==> src/rtl/ysyx22041405_id_sched.sv <==
// ysyx22041405_id_sched: in-order issue scheduler with a per-register pending-write scoreboard.
module ysyx22041405_id_sched #(
   parameter int MAX_PEND = 3,
   parameter int CNT_W    = 16
) (
   input  logic             clk,
   input  logic             rst,
   input  logic             id_valid,
   output logic             id_ready,
   input  logic [4:0]       rs1_addr,
   input  logic [4:0]       rs2_addr,
   input  logic             rs1_use,
   input  logic             rs2_use,
   input  logic [4:0]       rd_addr,
   input  logic             rd_we,
   input  logic             fence,
   input  logic             ex_ready,
   output logic             issue_valid,
   input  logic             wb_valid,
   input  logic [4:0]       wb_addr,
   input  logic             flush,
   output logic             stall,
   output logic [1:0]       state,
   output logic [CNT_W-1:0] stall_cnt
);
   typedef enum logic [1:0] {RUN = 2'd0, STALL = 2'd1, DRAIN = 2'd2} state_e;
   state_e           state_q, state_d;
   logic [1:0]       pend_q [32];
   logic [1:0]       pend_d [32];
   logic [CNT_W-1:0] stall_cnt_q, stall_cnt_d;
   logic             raw, waw, fence_blk, any_pend;
   // Entry 0 is never incremented or decremented, so it stays at zero.
   always_comb begin
      any_pend = 1'b0;
      for (int i = 0; i < 32; i++) any_pend = any_pend | (pend_q[i] != 2'd0);
      raw         = (rs1_use && pend_q[rs1_addr] != 2'd0) || (rs2_use && pend_q[rs2_addr] != 2'd0);
      waw         = rd_we && rd_addr != 5'd0 && pend_q[rd_addr] == 2'(MAX_PEND);
      fence_blk   = fence && any_pend;
      issue_valid = rst && id_valid && ex_ready && !flush && !raw && !waw && !fence_blk;
      id_ready    = issue_valid || (rst && flush);
      stall       = rst && id_valid && !flush && !issue_valid;
      state_d     = (flush || !stall) ? RUN : fence_blk ? DRAIN : STALL;
      stall_cnt_d = (stall && stall_cnt_q != '1) ? stall_cnt_q + CNT_W'(1) : stall_cnt_q;
      for (int i = 0; i < 32; i++)
         pend_d[i] = pend_q[i]
                   + 2'(issue_valid && rd_we && i != 0 && rd_addr == 5'(i))
                   - 2'(wb_valid && i != 0 && wb_addr == 5'(i) && pend_q[i] != 2'd0);
   end
   always_ff @(posedge clk or negedge rst) begin
      if (!rst) begin
         state_q     <= RUN;
         stall_cnt_q <= '0;
         for (int i = 0; i < 32; i++) pend_q[i] <= 2'd0;
      end else begin
         state_q     <= state_d;
         stall_cnt_q <= stall_cnt_d;
         for (int i = 0; i < 32; i++) pend_q[i] <= pend_d[i];
      end
   end
   assign state     = state_q;
   assign stall_cnt = stall_cnt_q;
endmodule

==> config.mk <==
export PLATFORM = sky130hd
export DESIGN_NAME = ysyx22041405_id_sched
export DESIGN_NICKNAME = d
export VERILOG_FILES = /design/src/rtl/ysyx22041405_id_sched.sv
export SDC_FILE = /design/constraint.sdc
export NUM_CORES = 1
export LEC_CHECK = 0
export BUFFER_PORTS_ARGS = -buffer_cell sky130_fd_sc_hd__buf_2
export CAP_MARGIN = 40
export CORE_ASPECT_RATIO = 0.9
export CORE_MARGIN = 2
export CORE_UTILIZATION = 28
export DETAILED_ROUTE_END_ITERATION = 12
export GPL_TIMING_DRIVEN = 0
export PLACE_DENSITY = 0.42
export SETUP_SLACK_MARGIN = 0.5
export SLEW_MARGIN = 20
export SYNTH_ARGS = -nofsm -noshare
export SYNTH_HDL_FRONTEND = slang
export SYNTH_SLANG_ARGS = --single-unit
==> constraint.sdc <==
create_clock -name clk -period 4.4 [get_ports clk]
set_input_delay 0.44 -clock clk [delete_from_list [all_inputs] [get_ports clk]]
set_output_delay 0.44 -clock clk [all_outputs]
set_load 0.03 [all_outputs]
### Yosys cells after proc, flatten, opt, wreduce, memory -nomap -nowiden

Index checks and enable logic that the tools add are counted.

| cells by class | value |
|---|---|
| add/sub/neg operators | 63 |
| multiply operators | 0 |
| div/mod/pow operators | 0 |
| magnitude comparators | 3 |
| equal/unequal tests | 64 |
| shift-type cells | 0 |
| mux-type cells | 11 |
| bitwise gates (word level) | 33 |
| reductions and logical operators | 152 |

Operator list:

| operator | count |
|---|---|
| $eq A5 B5 Y1 const B | 32 |
| $logic_and A1 B1 Y1 | 109 |
| $eq A5 B4 Y1 const B | 16 |
| $reduce_bool A2 Y1 | 33 |
| $add A2 B1 Y2 | 31 |
| $sub A2 B1 Y2 | 31 |
| $eq A5 B3 Y1 const B | 8 |
| $bmux W2 S5 | 3 |
| $or A1 B1 Y1 | 30 |
| $eq A5 B2 Y1 const B | 4 |
| $ge A6 B6 Y1 const B | 3 |
| $not A5 Y6 | 3 |
| $add A16 B1 Y16 const B | 1 |
| $mux W2 | 8 |
| $ne A16 B16 Y1 const B | 1 |
| $eq A5 B1 Y1 const B | 2 |
| $logic_not A1 Y1 | 6 |
| $reduce_bool A5 Y1 | 1 |
| $logic_or A1 B1 Y1 | 3 |
| $eq A2 B2 Y1 const B | 1 |

| word-level totals | value |
|---|---|
| bits in registers | 80 |
| bits in latches | 0 |
| RAM bits | 0 |
| bits in read-only memories | 0 |
| input port bits | 30 |
| output and inout bits | 21 |
| word-level logic and storage cells | 359 |
| memories kept | 0 |

### Depth between registers and ports, before layout

Gate-level depths: netlist (run 1).

| logic depth | value |
|---|---|
| depth in word-level cells | 39 |
| mapped depth | 17 |
| depth with buffers taken out | 13 |

### Least setup slack after synthesis (run 1)

Ideal clock, no wire load.

| timing path | value |
|---|---|
| path kind | input to output |
| start point | input port rs1_addr[2] |
| end point | output port stall |
| arrival | 3.245 ns |
| data required time | 3.960 ns |
| slack | 0.715 ns |
| stages | 10 |
| buffers on the path | 4 |
| path through | clkbuf_1 > mux4_2 > and2_0 > or4_1 > o2111ai_1 > nor4b_2 > buf_4 > buf_4 > buf_2 > nor3_1 |

| between the ends | value |
|---|---|
| longest elaborated chain between the ends | 13 |

RTL lines:

| item | RTL line | RTL |
|---|---|---|
| from (decl) | 10 | `input logic [4:0] rs1_addr,` |
| $not A5 Y6 (not written as such) | 36 | `raw = (rs1_use && pend_q[rs1_addr] != 2'd0) \|\| (rs2_use && pend_q[rs2_addr] != 2'd0);` |
| $bmux W2 S5 | 36 |  |
| $mux W2 (not written as such) (2 in a row) | 36 |  |
| $reduce_bool A2 Y1 | 36 |  |
| $logic_and A1 B1 Y1 | 36 |  |
| $logic_or A1 B1 Y1 | 36 |  |
| $logic_not A1 Y1 | 39 | `issue_valid = rst && id_valid && ex_ready && !flush && !raw && !waw && !fence_blk;` |
| $logic_and A1 B1 Y1 (3 in a row) | 39 |  |
| named net issue_valid | 18 | `output logic issue_valid,` |
| $logic_not A1 Y1 | 41 | `stall = rst && id_valid && !flush && !issue_valid;` |
| $logic_and A1 B1 Y1 | 41 |  |
| to (decl) | 22 | `output logic stall,` |

The timed path passes the listed nets, and every way through them passes these cells. The select of a mux whose other input is x is not followed.

==> results of run 1 <==
-- final cells by class --
class                      instances  area share, %
multi-input combinational        460           52.2
sequential                        80           29.0
timing repair buffer              57           5.12
tap                              255           4.61
clock buffer                       9           3.25
clock inverter                     7           2.06
inverter                          35           1.90
buffer                            25           1.88
-- per-layer routing --
metal  share of wire [%]  routed length, um  GRT usage, %
met2                  45               8400          27.7
met1                  48               8980          25.0
met3                 5.3                988          3.46
met5                   0                  0             0
met4                 1.8                337          5.75
-- power groups by stage --
stage / registers (mW) / clock network [mW] / logic (mW)
2_1_floorplan: 1.01 / 0 / 0.328
5_1_grt: 1.03 / 1.00 / 0.665
3_3_place_gp: 1.00 / 0 / 0.558
4_1_cts: 1.01 / 0.971 / 0.601
3_5_place_dp: 1.01 / 0 / 0.567
6_report: 1.01 / 0.941 / 0.614
-- timing repair --
item	CTS	global route
hold buffers	0	2
buffers inserted	7	1
hold endpoints to repair	0	23
endpoints found under the setup margin	64	34
pin swaps	5	1
gates resized for setup	24	20
cloned	0	0
-- registers in the layout, summed over array words and instances, names as in the netlist --
name / cells
state: 2
pend_q: 62
stall_cnt: 16
-- stage by stage --
stage	setup slack, ns	util [%]	area (um^2)	setup TNS, ns	hold WS [ns]
finish	0.599	34.6	6920	0	0.0255
global route	0.418	34.6	6920	0	0.0219
CTS	0.487	34.0	6800	0	0.0508
detailed placement	-0.373	31.5	6300	-7.01	0.430
global placement	-1.36	31.4	6270	-74.61	0.471
floorplan	0.715	-	5720	0	0.144
-- final timing paths --
| kind | start | end | slack [ns] | cells past startpoint |
|---|---|---|---|---|
| setup / recovery | pend_q[34]$_DFF_PN0_ | pend_q[55]$_DFF_PN0_ | 0.60 | 14 |
| hold / removal | rst | pend_q[37]$_DFF_PN0_ | 0.03 | 2 |
| setup reg to reg | pend_q[34]$_DFF_PN0_ | pend_q[55]$_DFF_PN0_ | 0.60 | 14 |
| hold reg to reg | stall_cnt[7]$_DFFE_PN0P_ | stall_cnt[7]$_DFFE_PN0P_ | 0.48 | 1 |
| max in group asynchronous | rst | pend_q[50]$_DFF_PN0_ | 3.46 | 2 |
| min in group clk | flush | state[0]$_DFF_PN0_ | 0.34 | 2 |
-- cell usage after synthesis, types with 2 or more instances --
| cell | n | area (um^2) |
|---|---|---|
| nand3_1 | 24 | 120 |
| nand2_1 | 36 | 135 |
| and4_1 | 4 | 35.0 |
| nor4_1 | 9 | 56.3 |
| buf_4 | 2 | 15.0 |
| dfrtp_1 | 80 | 2000 |
| nor2b_1 | 4 | 25.0 |
| nor3b_1 | 6 | 45.0 |
| inv_1 | 35 | 131 |
| nor2_1 | 36 | 135 |
| nand2b_1 | 15 | 93.8 |
| nor4b_1 | 4 | 35.0 |
| mux2_2 | 5 | 56.3 |
| o2111ai_1 | 5 | 43.8 |
| xor2_1 | 14 | 123 |
| mux4_2 | 10 | 225 |
| ha_1 | 63 | 788 |
| and3_1 | 4 | 25.0 |
| clkbuf_1 | 17 | 63.8 |
| o211ai_1 | 2 | 15.0 |
| xnor2_1 | 62 | 543 |
| buf_2 | 5 | 25.0 |
| or3_1 | 8 | 50.1 |
| a211oi_1 | 9 | 67.6 |
| and2_1 | 2 | 12.5 |
| o21ai_0 | 10 | 50.1 |
| nand3b_4 | 2 | 40.0 |
| nor2_2 | 5 | 31.3 |
| a221o_1 | 2 | 20.0 |
| nor3_1 | 61 | 305 |
| nand4_1 | 13 | 81.3 |
| nand4b_1 | 3 | 26.3 |
| a21oi_1 | 15 | 75.1 |
| or2_2 | 2 | 12.5 |
| a31oi_1 | 2 | 12.5 |
| mux2i_1 | 2 | 20.0 |
| or4_1 | 4 | 30.0 |
| a2111oi_0 | 2 | 17.5 |
| o31ai_1 | 2 | 15.0 |
-- cell families after synthesis --
logic type / share of synthesized area [%]
AOI/OAI and AO/OA: 6.84
xor gates and xnor gates: 11.6
adders and majority gates: 13.8
buffers and inverters: 4.18
DFF: 35.0
muxes: 5.27
and+or+nand+nor: 23.3
==> flow_metrics.py, run 1 <==
metrics = {
    "layout": {
        "multi_input_area_um2": 3610,
        "area.sequential_um2": 2000,
        "drive_gt1_share_pct": 19.0,
        "syn_to_final_growth_pct": 20.9,
        "layout_common_cells": "78 x dfrtp_1, 62 x ha_1, 61 x nor3_1",
        "layoutNonFillerInstCount": 928,
        "fillCellCount": 2048,
        "layout_commonest_cell": "dfrtp_1",
        "antennaDiodeCount": 0,
        "nNetsFinal": 761,
    },
    "timing": {
        "fmax_mhz": 263,
        "period_share_pct": 86.4,
        "finClkSkew_ns": 0.00814,
        "finalCriticalPeriod_ns": 3.80,
        "tightest_slew_ns": 0.711,
        "setup_viol": 0,
        "hold_violations": 0,
        "rsz0062_at_grt": "true",
        "max_slew_margin_pct": 52.5,
        "drv_slew": 0,
    },
    "floorplan": {
        "initial_utilization_pct": 28.6,
        "num_io_pins": 51,
        "fp.dieW_um": 155,
        "die-height_um": 140,
        "die_area_um2": 21600,
        "core_area_um2": 20000,
        "num_rows": 49,
    },
    "synth": {
        "syn_area_um2": 5720,
        "synth_flop_cell": "dfrtp_1",
        "synth_cells": 600,
        "synth_seq_cells": 80,
        "synth_cell_types": 53,
        "synth-edff-count": 0,
        "synth_warnings": 0,
        "synth_nets": 693,
        "avgSynthCellArea_um2": 9.54,
        "synth-seq-area-share_pct": 35.0,
        "async_reset_ff_share_pct": 100,
    },
    "critical_path": {
        "crit_required_ns": 4.63,
        "path_cells": "nor2_1 -> and4_1 -> nand4_1 -> o31a_1 -> or3_4 -> nor4b_4 -> buf_6 -> nand3b_4 -> or4_4 -> ha_1 -> inv_1 -> ha_1 -> xnor2_1 -> xnor2_1",
        "cp_max_fo": 8,
        "critPathSlowestCell": "or4_4",
        "worst_setup_path_start_kind": "register",
        "cpLargestDelayFamily": "simple AND/OR/NAND/NOR gates",
        "worstSetupPathType": "reg2reg",
        "crit_buf_inv": 2,
        "endpoint_kind": "register",
        "arrival_ns": 4.03,
        "cpPeakStageDelay_ns": 0.44,
    },
    "power_and_ir_drop": {
        "p_switching_mw": 0.856,
        "clkPwrFrac_pct": 36.7,
        "total_power_mw": 2.57,
        "p_leak_nw": 3.28,
        "seqPwrFrac_pct": 39.4,
        "power_frac_comb_pct": 23.9,
        "power.density_nw_per_um2": 371,
        "irDropWorstVdd_v": 0.000255,
        "p_int_mw": 1.71,
        "switching_share_pct": 33.3,
    },
    "placed_design": {
        "numPortBuffers": 46,
        "gp_congestion": 0.903,
        "place_hpwl_mm": 14.3,
        "dpl.cell_count": 902,
    },
    "drt": {
        "vias_per_cell": 5.24,
        "wl_per_cell_um": 20.2,
        "drc": 0,
        "routed-via-count": 4866,
        "detail-route-antenna-nets": 0,
        "drt_wl_total_mm": 18.7,
        "drt-initial-drc-count": 413,
        "firstDrtPassIters": 7,
    },
    "flow_run": {
        "drv_cap": 0,
    },
    "grt": {
        "antenna_found_initial": 0,
        "track_usage_pct": 17.8,
        "first_global_vias": 5020,
        "grt_start_max_net_pins": 53,
        "globalRouteOverflowTotal": 0,
        "grt_first_pass_wirelength_mm": 29.0,
    },
    "cts": {
        "numCtsBuffers": 9,
        "clock_path_buffers": 2,
        "clock_insertion_delay_worst_skew_ns": 0.35,
        "cts-htree-levels": 3,
        "cts.sinks": 80,
        "root_buffer": "clkbuf_16",
        "path_clk_slew_ns": 0.06,
        "tritoncts": "built",
    },
    "status": {
        "status": "finished clean",
    },
    "worst_hold_path": {
        "hp-class": "in2async",
    },
}
Power figures use the tool's default switching activity.
==> inputs of run 2 (changes only) <==
==> constraint.sdc (replaced) <==
create_clock -name clk -period 4.1 [get_ports clk]
set_input_delay 0.41 -clock clk [delete_from_list [all_inputs] [get_ports clk]]
set_output_delay 0.41 -clock clk [all_outputs]
set_load 0.03 [all_outputs]
==> run 2 against run 1 <==
Count of clock-buffer cells in the layout is the same. Critical endpoint is now pend_q[61]$_DFF_PN0_. Global-route usage grew 0.31 points. Clock skew grew 0.0018 ns. Core utilization grew 4.8 points. Largest power group unchanged. Worst setup slack lost 0.33 ns.
==> flow_metrics.py, run 2 (synthesized netlist as in run 1, its figures left out) <==
metrics = {
    "timing": {
        "finalCriticalPeriod_ns": 3.83,
        "tightest_slew_ns": 1.31,
        "fin_setup_tns_ns": 0,
        "rsz0062_at_grt": "true",
        "fmax_mhz": 261,
        "hold_violations": 0,
        "setup_viol": 0,
        "max_slew_margin_pct": 11.9,
        "drv_slew": 0,
        "finClkSkew_ns": 0.00997,
        "hold-worst-slack_ns": 0.0205,
        "period_share_pct": 93.5,
    },
    "grt": {
        "grt_start_max_net_pins": 48,
        "globalRouteOverflowTotal": 0,
        "track_usage_pct": 18.1,
        "grt_first_pass_wirelength_mm": 29.2,
        "antenna_found_initial": 0,
        "first_global_vias": 4877,
    },
    "cts": {
        "tritoncts": "built",
        "numCtsBuffers": 9,
        "path_clk_slew_ns": 0.07,
        "cts-htree-levels": 3,
        "clock_insertion_delay_worst_skew_ns": 0.36,
        "root_buffer": "clkbuf_16",
        "cts.sinks": 80,
        "clock_path_buffers": 2,
    },
    "drt": {
        "routed-via-count": 5139,
        "vias_per_cell": 5.44,
        "firstDrtPassIters": 5,
        "wl_per_cell_um": 21.0,
        "detail-route-antenna-nets": 0,
        "drt-initial-drc-count": 398,
        "drt_wl_total_mm": 19.8,
        "drc": 0,
    },
    "layout": {
        "nNetsFinal": 778,
        "final_core_util_pct": 39.4,
        "fillCellCount": 1993,
        "syn_to_final_growth_pct": 37.6,
        "multi_input_area_um2": 4390,
        "antennaDiodeCount": 0,
        "largest_reg_flops": 62,
        "largest_register": "pend_q",
        "layout_commonest_cell": "dfrtp_1",
        "layout_common_cells": "69 x dfrtp_1, 60 x nor3_1, 45 x buf_2",
        "drive_gt1_share_pct": 37.2,
        "area.sequential_um2": 2020,
    },
    "floorplan": {
        "fp.dieW_um": 155,
        "die-height_um": 140,
        "die_area_um2": 21600,
        "num_rows": 49,
        "num_io_pins": 51,
        "initial_utilization_pct": 28.6,
        "core_area_um2": 20000,
    },
    "power_and_ir_drop": {
        "power.density_nw_per_um2": 343,
        "irDropWorstVdd_v": 0.000226,
        "p_leak_nw": 3.43,
        "total_power_mw": 2.70,
    },
    "placed_design": {
        "numPortBuffers": 46,
        "gp_congestion": 0.935,
        "place_hpwl_mm": 14.4,
    },
    "critical_path": {
        "worst_setup_path_start_kind": "register",
        "arrival_ns": 4.08,
        "cp_max_fo": 6,
        "endpoint_kind": "register",
        "crit_required_ns": 4.34,
        "worstSetupPathType": "reg2reg",
    },
    "status": {
        "status": "finished clean",
    },
    "worst_hold_path": {
        "hp-class": "in2async",
    },
    "flow_run": {
        "drv_cap": 0,
    },
}
run 2: changes by cell type in the layout (fill, tap and decap cells not counted), sizes merged:
cell         before  now
clkinvlp          0    1
clkbuf           26   25
buf              64   83
dlygate4sd3       1    0
bufinv            4    1
clkinv            2    0
inv              36   40
run 2: metrics by stage:
stage	setup WS (ns)	cell area [um^2]	cells
global placement	-1.52	6280	901
finish	0.266	7870	945
CTS	0.276	7090	936
floorplan	0.510	5730	600
detailed placement	-0.684	6310	902
global route	0.174	7870	945
run 2: worst max-delay path, cell delays in order (launching register included):
cell and delay [ns]:
dfrtp_1 0.42, nor2_4 0.15, nand4_1 0.13, or4_1 0.53, o31a_1 0.33, or3_4 0.34, nor4b_4 0.29, buf_6 0.17
buf_6 0.10, buf_12 0.10, buf_12 0.12, buf_12 0.14, nand3_2 0.10, ha_4 0.32, inv_1 0.04, ha_2 0.17
xnor2_2 0.13, xnor2_1 0.12
run 2: area by class of cell:
class,instances,share of cell area [%]
multi-input cells,460,55.8
flip-flops and latches,80,25.6
repair buffers,74,6.93
well taps,255,4.05
clock buffers,9,2.86
plain buffers,25,1.99
inverters,35,1.67
clock inverters,7,1.10
run 2: repair_timing:
action,CTS,global route
pin swaps,34,49
setup buffers,16,9
cloned,1,0
gates resized for setup,74,119
endpoints found under the hold margin,35,0
hold buffers,1,0
setup endpoints to repair,65,53
run 2: worst paths after layout:
path	from	to	slack (ns)	cells past startpoint
worst max-delay path	pend_q[41]$_DFF_PN0_	pend_q[61]$_DFF_PN0_	0.27	17
worst min register to register	stall_cnt[7]$_DFFE_PN0P_	stall_cnt[7]$_DFFE_PN0P_	0.48	1
worst min-delay path	rst	pend_q[20]$_DFF_PN0_	0.02	2
worst max register to register	pend_q[41]$_DFF_PN0_	pend_q[61]$_DFF_PN0_	0.27	17
min in group clk	flush	state[0]$_DFF_PN0_	0.33	2
max in group asynchronous	rst	pend_q[12]$_DFF_PN0_	3.82	2
run 2: where the power goes:
group          switching [mW]  internal [mW]  total (mW)
Combinational           0.415          0.312       0.727
Clock                   0.388          0.487       0.875
Sequential              0.186          0.912        1.10
Total                   0.989           1.71        2.70
run 2: per-layer routing:
| metal | global-route usage (%) | vias up | wire length [um] |
|---|---|---|---|
| met5 | 0 | - | 0 |
| met4 | 4.92 | 0 | 346 |
| met3 | 4.52 | 26 | 1570 |
| met2 | 27.6 | 203 | 9120 |
| met1 | 25.7 | 2578 | 8780 |
| li1 | - | 2332 | - |
==> inputs of run 3 (changes only) <==
--- a/config.mk
+++ b/config.mk
@@ -7,12 +7,15 @@
 export LEC_CHECK = 0
 export BUFFER_PORTS_ARGS = -buffer_cell sky130_fd_sc_hd__buf_2
 export CAP_MARGIN = 40
+export CELL_PAD_IN_SITES_DETAIL_PLACEMENT = 1
+export CELL_PAD_IN_SITES_GLOBAL_PLACEMENT = 1
 export CORE_ASPECT_RATIO = 0.9
 export CORE_MARGIN = 2
 export CORE_UTILIZATION = 28
+export CTS_BUF_LIST = sky130_fd_sc_hd__clkbuf_4 sky130_fd_sc_hd__clkbuf_8
 export DETAILED_ROUTE_END_ITERATION = 12
 export GPL_TIMING_DRIVEN = 0
-export PLACE_DENSITY = 0.42
+export PLACE_DENSITY = 0.51
 export SETUP_SLACK_MARGIN = 0.5
 export SLEW_MARGIN = 20
 export SYNTH_ARGS = -nofsm -noshare
==> run 3 against run 2 <==
First-iteration DRC count is 26% lower. Clock skew grew 0.0047 ns. Design area rose by 2.2%. Critical path type unchanged.
==> flow_metrics.py, run 3 (synthesized netlist as in run 1, its figures left out) <==
metrics = {
    "timing": {
        "rsz0062_at_grt": "true",
        "setup_viol": 0,
        "max_slew_margin_pct": 55.9,
        "finClkSkew_ns": 0.0147,
        "tightest_slew_ns": 0.662,
        "finalCriticalPeriod_ns": 3.85,
        "period_share_pct": 94.0,
        "fmax_mhz": 259,
        "fin_setup_tns_ns": 0,
        "drv_slew": 0,
        "hold_violations": 0,
        "hold-worst-slack_ns": 0.0939,
    },
    "power_and_ir_drop": {
        "irDropWorstVdd_v": 0.000233,
        "power.density_nw_per_um2": 313,
        "total_power_mw": 2.52,
        "p_leak_nw": 3.41,
    },
    "critical_path": {
        "crit_required_ns": 4.38,
        "worstReg2RegEnd": "pend_q[51]$_DFF_PN0_",
        "r2r_slack_ns": 0.25,
        "cpPeakStageDelay_ns": 0.52,
        "r2r_cells": 15,
        "worstSetupPathType": "reg2reg",
        "path_cells": "nor2_4 -> nand4_1 -> or4_1 -> o31a_1 -> or3_4 -> nor4b_4 -> buf_6 -> nand3b_4 -> buf_6 -> or3_4 -> ha_4 -> inv_2 -> ha_4 -> xnor2_2 -> xnor2_1",
        "cp.depth": 15,
        "critPathSlowestCell": "or4_1",
        "r2r-start": "pend_q[0]$_DFF_PN0_",
        "worst_setup_path_start_kind": "register",
        "arrival_ns": 4.13,
        "crit_buf_inv": 3,
        "cpLargestDelayFamily": "simple AND/OR/NAND/NOR gates",
        "endpoint_kind": "register",
        "cp_max_fo": 7,
    },
    "floorplan": {
        "fp.dieW_um": 155,
        "num_io_pins": 51,
        "num_rows": 49,
        "die_area_um2": 21600,
        "initial_utilization_pct": 28.6,
        "die-height_um": 140,
        "core_area_um2": 20000,
    },
    "grt": {
        "track_usage_pct": 20.6,
        "globalRouteOverflowTotal": 0,
        "antenna_found_initial": 0,
        "grt_start_max_net_pins": 38,
        "grt_first_pass_wirelength_mm": 33.2,
        "first_global_vias": 5487,
    },
    "drt": {
        "wl_per_cell_um": 22.8,
        "drt_wl_total_mm": 21.9,
        "drt-initial-drc-count": 294,
        "detail-route-antenna-nets": 0,
        "vias_per_cell": 5.38,
        "firstDrtPassIters": 5,
        "routed-via-count": 5159,
        "drc": 0,
    },
    "cts": {
        "numCtsBuffers": 9,
        "tritoncts": "built",
        "clock_insertion_delay_worst_skew_ns": 0.38,
        "path_clk_slew_ns": 0.10,
        "clock_path_buffers": 2,
        "cts-htree-levels": 3,
        "root_buffer": "clkbuf_8",
        "cts.sinks": 80,
    },
    "layout": {
        "layout_commonest_cell": "dfrtp_1",
        "drive_gt1_share_pct": 39.2,
        "largest_register": "pend_q",
        "antennaDiodeCount": 0,
        "syn_to_final_growth_pct": 40.6,
        "nNetsFinal": 792,
        "layout_common_cells": "75 x dfrtp_1, 60 x nor3_1, 46 x buf_2",
        "largest_reg_flops": 62,
    },
    "status": {
        "status": "finished clean",
    },
    "placed_design": {
        "place_hpwl_mm": 15.7,
        "numPortBuffers": 46,
        "gp_congestion": 0.862,
    },
    "flow_run": {
        "drv_cap": 0,
    },
    "worst_hold_path": {
        "hp-class": "in2async",
    },
}
run 3: cell types whose count changed in the layout (fill, tap and decap cells not counted), moves of 9 or more:
cell	before	now
clkbuf_8	0	10
buf_4	23	32
clkbuf_16	9	0
ha_4	34	44
run 3: layout make-up:
type                    instances  area (um^2)
fillers                      2227        11900
multi-input cells             460         4560
flip-flops and latches         80         2010
repair buffers                 88          673
well taps                     255          319
plain buffers                  25          150
inverters                      35          131
clock buffers                   9          124
clock inverters                 7         80.1
run 3: layer usage:
metal	up-vias	global-route usage (%)	routed length [um]
li1	2352	-	-
met1	2670	29.1	10500
met2	122	32.6	10300
met3	15	4.36	952
met4	0	4.39	216
met5	-	0	0
run 3: what timing repair did:
action,in CTS,in global routing
pin swaps,48,59
setup buffers,26,7
gates resized for setup,103,98
hold buffers,4,0
cloned,1,0
endpoints found under the setup margin,65,56
endpoints found under the hold margin,30,0
run 3: worst max path at each step:
stage | start | end | slack (ns)
after floorplan | rs1_addr[2] | stall | 0.51
after global placement | rst | pend_q[27]$_DFF_PN0_ | -1.72
after detailed placement | rd_addr[2] | pend_q[27]$_DFF_PN0_ | -0.57
after CTS | pend_q[27]$_DFF_PN0_ | pend_q[55]$_DFF_PN0_ | 0.24
after global routing | pend_q[50]$_DFF_PN0_ | pend_q[55]$_DFF_PN0_ | 0.15
final | pend_q[0]$_DFF_PN0_ | pend_q[51]$_DFF_PN0_ | 0.25
run 3: through the flow:
step | cells | utilization, % | cell area, um^2 | setup slack [ns]
after floorplan | 600 | - | 5730 | 0.510
after global placement | 901 | 31.4 | 6280 | -1.72
after detailed placement | 902 | 31.6 | 6310 | -0.567
after CTS | 949 | 36.8 | 7350 | 0.240
after global routing | 959 | 40.3 | 8050 | 0.147
final | 959 | 40.3 | 8050 | 0.246
run 3: worst reg2reg max path: cells and delay by family (launching register included):
| kind | cells | cell delay [ns] |
|---|---|---|
| AOI/OAI and AO/OA | 1 | 0.32 |
| xor gates and xnor gates | 2 | 0.26 |
| adders and majority gates | 2 | 0.42 |
| buffers and inverters | 3 | 0.38 |
| DFF | 1 | 0.44 |
| and+or+nand+nor | 7 | 1.93 |
run 3: where the power goes:
part           total [mW]  switching [mW]  internal [mW]
Clock               0.638           0.349          0.289
Combinational       0.792           0.454          0.339
Sequential           1.09           0.180          0.909
Total                2.52           0.982           1.54
